$ cat config.mk
export PLATFORM = sky130hd
export DESIGN_NAME = mem_arbiter
export DESIGN_NICKNAME = d
export VERILOG_FILES = /design/src/rtl/mem_arbiter.sv
export SDC_FILE = /design/constraint.sdc
export NUM_CORES = 1
export LEC_CHECK = 0
export BUFFER_PORTS_ARGS = -buffer_cell sky130_fd_sc_hd__buf_2
export CORE_MARGIN = 10
export CORE_UTILIZATION = 51
export CTS_CLUSTER_SIZE = 24
export DETAILED_ROUTE_END_ITERATION = 8
export GPL_ROUTABILITY_DRIVEN = 0
export PLACE_DENSITY = 0.93
export SLEW_MARGIN = 20
export SYNTH_ARGS = -nofsm -noshare
export SYNTH_HDL_FRONTEND = slang
export SYNTH_SLANG_ARGS = --single-unit
$ cat constraint.sdc
create_clock -name clk -period 2.65 [get_ports clk]
set_clock_uncertainty 0.15 [all_clocks]
set_input_delay 0.53 -clock clk [delete_from_list [all_inputs] [get_ports clk]]
set_output_delay 0.53 -clock clk [all_outputs]
set_load 0.01 [all_outputs]
$ cat src/rtl/mem_arbiter.sv
// Two-requester arbiter and sequencer for the shared RAM: serialises CPU and loader
// accesses, drives the RAM command bus and returns read data with a completion pulse.
module mem_arbiter #(
  parameter int unsigned AW       = 8,
  parameter int unsigned DW       = 16,
  parameter int unsigned RD_LAT   = 1,
  parameter int unsigned CPU_PRIO = 0
) (
  input  logic          clk,
  input  logic          reset,
  input  logic          req0,
  input  logic [1:0]    cmd0,
  input  logic [AW-1:0] addr0,
  input  logic [DW-1:0] wdata0,
  input  logic          req1,
  input  logic [1:0]    cmd1,
  input  logic [AW-1:0] addr1,
  input  logic [DW-1:0] wdata1,
  output logic          gnt0,
  output logic          gnt1,
  output logic          done0,
  output logic          done1,
  output logic [DW-1:0] rdata,
  output logic          busy,
  output logic [1:0]    mem_cmd,
  output logic [AW-1:0] mem_addr,
  output logic [DW-1:0] mem_wdata,
  input  logic [DW-1:0] mem_rdata
);

  localparam logic [1:0] MNONE  = 2'b00;
  localparam logic [1:0] MREAD  = 2'b01;
  localparam logic [1:0] MWRITE = 2'b10;
  localparam logic [2:0] WAIT_INIT = 3'(RD_LAT - 1);

  typedef enum logic [1:0] {
    S_IDLE,
    S_ACCESS,
    S_WAIT,
    S_RESP
  } state_t;

  state_t          state, state_nx;
  logic            sel;
  logic [1:0]      cmd_q;
  logic [AW-1:0]   addr_q;
  logic [DW-1:0]   wdata_q;
  logic [2:0]      cnt, cnt_nx;
  logic            last_gnt;
  logic [DW-1:0]   rdata_q;
  logic            take;
  logic            pick;
  logic            capture;

  always_comb begin
    state_nx = state;
    cnt_nx   = cnt;
    take     = 1'b0;
    pick     = 1'b0;
    capture  = 1'b0;
    case (state)
      S_IDLE: begin
        if (req0 || req1) begin
          take = 1'b1;
          // On a tie the loser of the previous grant wins unless the CPU has fixed priority
          if (req0 && req1) pick = (CPU_PRIO != 0) ? 1'b0 : ~last_gnt;
          else              pick = req1;
          state_nx = S_ACCESS;
        end
      end
      S_ACCESS: begin
        if (cmd_q == MREAD) begin
          state_nx = S_WAIT;
          cnt_nx   = WAIT_INIT;
        end else begin
          state_nx = S_RESP;
        end
      end
      S_WAIT: begin
        if (cnt == '0) begin
          capture  = 1'b1;
          state_nx = S_RESP;
        end else begin
          cnt_nx = cnt - 3'd1;
        end
      end
      S_RESP:  state_nx = S_IDLE;
      default: state_nx = S_IDLE;
    endcase
  end

  always_ff @(posedge clk) begin
    if (!reset) begin
      state    <= S_IDLE;
      sel      <= 1'b0;
      cmd_q    <= MNONE;
      addr_q   <= '0;
      wdata_q  <= '0;
      cnt      <= '0;
      last_gnt <= 1'b1;
      rdata_q  <= '0;
    end else begin
      state <= state_nx;
      cnt   <= cnt_nx;
      if (take) begin
        sel     <= pick;
        cmd_q   <= pick ? cmd1   : cmd0;
        addr_q  <= pick ? addr1  : addr0;
        wdata_q <= pick ? wdata1 : wdata0;
      end
      if (capture) rdata_q <= mem_rdata;
      if (state == S_RESP) last_gnt <= sel;
    end
  end

  always_comb begin
    gnt0      = 1'b0;
    gnt1      = 1'b0;
    done0     = 1'b0;
    done1     = 1'b0;
    mem_cmd   = MNONE;
    mem_addr  = '0;
    mem_wdata = '0;
    case (state)
      S_ACCESS: begin
        gnt0 = ~sel;
        gnt1 = sel;
        // Unused command codes complete as no-ops without touching the RAM
        if (cmd_q == MREAD || cmd_q == MWRITE) begin
          mem_cmd  = cmd_q;
          mem_addr = addr_q;
        end
        if (cmd_q == MWRITE) mem_wdata = wdata_q;
      end
      S_WAIT: begin
        mem_cmd  = MREAD;
        mem_addr = addr_q;
      end
      S_RESP: begin
        done0 = ~sel;
        done1 = sel;
      end
      default: ;
    endcase
  end

  assign busy  = (state != S_IDLE);
  assign rdata = rdata_q;

endmodule

==> flow_summary.toml <==
[floorplanning]
start_util_pct = 53.1
dieArea_um2 = 8680
fp.dieW_um = 93.2
ioPinCount = 119
core_area_um2 = 5140
rows = 26
die_h_um = 93.2

[drt]
drt-initial-drc-count = 215
drt_first_pass_iters = 4
via_per_inst = 5.56
routed_wl_mm = 8.17
final_antenna_net_count = 0
num_vias = 2558
wl_per_cell_um = 17.8
drc_errors = 0

[clock_tree]
cts_tree = "yes"
cts.sinks = 49
cts_resized = 0
clk_pin_slew_worst_paths_ps = 90
h-tree-depth = 2
cts_buffer_depth = 2
clk_latency_ps = 300
post-cts-setup-buffer-count = 0
numCtsBuffers = 5
cts_hold_buf = 0
clockRootBuffer = "clkbuf_8"

[sta]
max_freq_ghz = 0.410
rsz0062_at_grt = "no"
setup_ws_ps = 213
whs_ps = 309
finalHoldViolCount = 0
relSlewSlack_pct = 59.3
setup_viol = 0
finalMaxSlewViolations = 0
finalCritPeriodShare_pct = 91.9
fin_setup_tns_ps = 0
fin_crit_ps = 2440
tightestPinTransition_ps = 610

[grt]
grt_pass1_vias = 2609
grt_pass1_wl_mm = 13.1
grt_antenna_before_repair = 0
grt_start_max_net_pins = 34
grt_use_total_pct = 18.4
grt_overflow = 0

[cells_and_area]
area_delta_synth_final_pct = 21.4
n_antenna_cell = 0
stdcell_count = 460
layout.nets = 472
layout-drive-gt1-share_pct = 34.9

[synthesis]
avgSynthCellArea_um2 = 9.61
ys_warn_count = 0
ys.flop_type = "dfxtp_1"
synth.top_cell.area_share_pct = 35.9
synthesis.area_um2 = 2730
ys_seq_elements = 49
synth-edff-count = 0
synth_nets = 366
yosys.area.top_type = "dfxtp_1"
synthArstFlopShare_pct = 0
synth_area_leaders = "dfxtp_1 (36%), a2111o_1 (11%), o211a_1 (8.8%)"
yosysSeqAreaShare_pct = 35.9
netlist_instances = 284
ys_types = 28

[run]
drv_cap = 0

[power]
peakVddDrop_uv = 473
leakagePower_uw = 0.00173
p_total_uw = 2960
power_density_nw_per_um2 = 894

[setup_path]
worstSetupPathType = "register to output port"
crit_fanout = 7
r2r_cells = 6
critPathMaxStageDelay_ps = 430
endpoint_kind = "output port"
crit_arrival_ps = 1760
r2r_setup_slack_ps = 610
cp.required_ps = 1970
worstPathCellList = "inv_1 > ha_1 > o21a_2 > and2_1 > buf_2"
crit_path_top_delay_cell = "dfxtp_1"
start_kind = "register"

[min_path]
hold_path.class = "register to register"
hold_depth = 2

[placed_design]
dp_cells = 453
hpwl_mm = 6.01
post-place-ws_ps = 492
io_buffers = 118

[run_status]
outcome = "complete, no violations"
placed cells by master (no fill, tap or decap), types with 11 or more instances in the layout:
master / n
buf_2: 118
and3_1: 18
a2111o_1: 26
nand2_1: 40
a21oi_1: 20
o211a_1: 24
dfxtp_1: 49
inv_1: 11
o21a_1: 25
power by group:
| part | switching (uW) | internal (uW) |
|---|---|---|
| sequential | 118 | 960 |
| combinational | 797 | 570 |
| clock | 243 | 275 |
registers in the layout (all words and copies together), names as in the netlist:
name and flops:
rdata 16, wdata_q 16, addr_q 8, cnt 3, cmd_q 2, state 2, last_gnt 1, sel 1
cell usage after synthesis, drive strengths merged, types with 2 or more instances:
library cell and instances:
o21ai 3, a21oi 20, and3 18, buf 8, and2 10, dfxtp 49, o211a 24, nand3 3
nor2 3, o2111a 3, ha 10, o32ai 2, inv 11, o21a 26, nor2b 4, clkbuf 18
a2111o 26, nand2 41
metal layers:
| layer | global-route usage, % | routed length (um) |
|---|---|---|
| met1 | 21.5 | 3240 |
| met2 | 32.2 | 4250 |
| met3 | 3.20 | 451 |
| met4 | 7.97 | 233 |
| met5 | 0 | 0 |
through the flow:
| step | util [%] | area, um2 |
|---|---|---|
| finish | 64.5 | 3310 |
| global route | 64.5 | 3310 |
| CTS | 64.4 | 3310 |
| detailed placement | 62.4 | 3210 |
| global placement | 62.4 | 3210 |
| floorplan | - | 2730 |
worst max-delay path, delay by kind of cell (launching register included):
| kind | cells | cell delay [ps] |
|---|---|---|
| flip-flops | 1 | 430 |
| adder cells (fa/ha/maj) | 1 | 420 |
| AO/OA/AOI/OAI | 1 | 230 |
| buffers and inverters | 2 | 230 |
| AND/OR/NAND/NOR | 1 | 140 |
final timing paths:
| check | start | to |
|---|---|---|
| worst max-delay path | state[0] | mem_addr[2] |
| worst min-delay path | rdata[12] | rdata[12] |
| worst max register to register | state[0] | wdata_q[2] |
| worst min register to register | rdata[12] | rdata[12] |
cell type report:
class                   count  area [um2]
clock buffers               5        68.8
clock inverters             2        35.0
fillers                   448        1830
inverters                  11        41.3
multi-input cells         198        1460
flip-flops and latches     49         981
well taps                  70        87.6
repair buffers            125         643
cell families after synthesis:
group / share of synthesized area [%]
simple gates: 14.9
compound gates: 33.3
mux: 0.367
flops: 35.9
buf+inv: 10.8
fa+ha+maj: 4.59
Power figures use the tool's default switching activity.
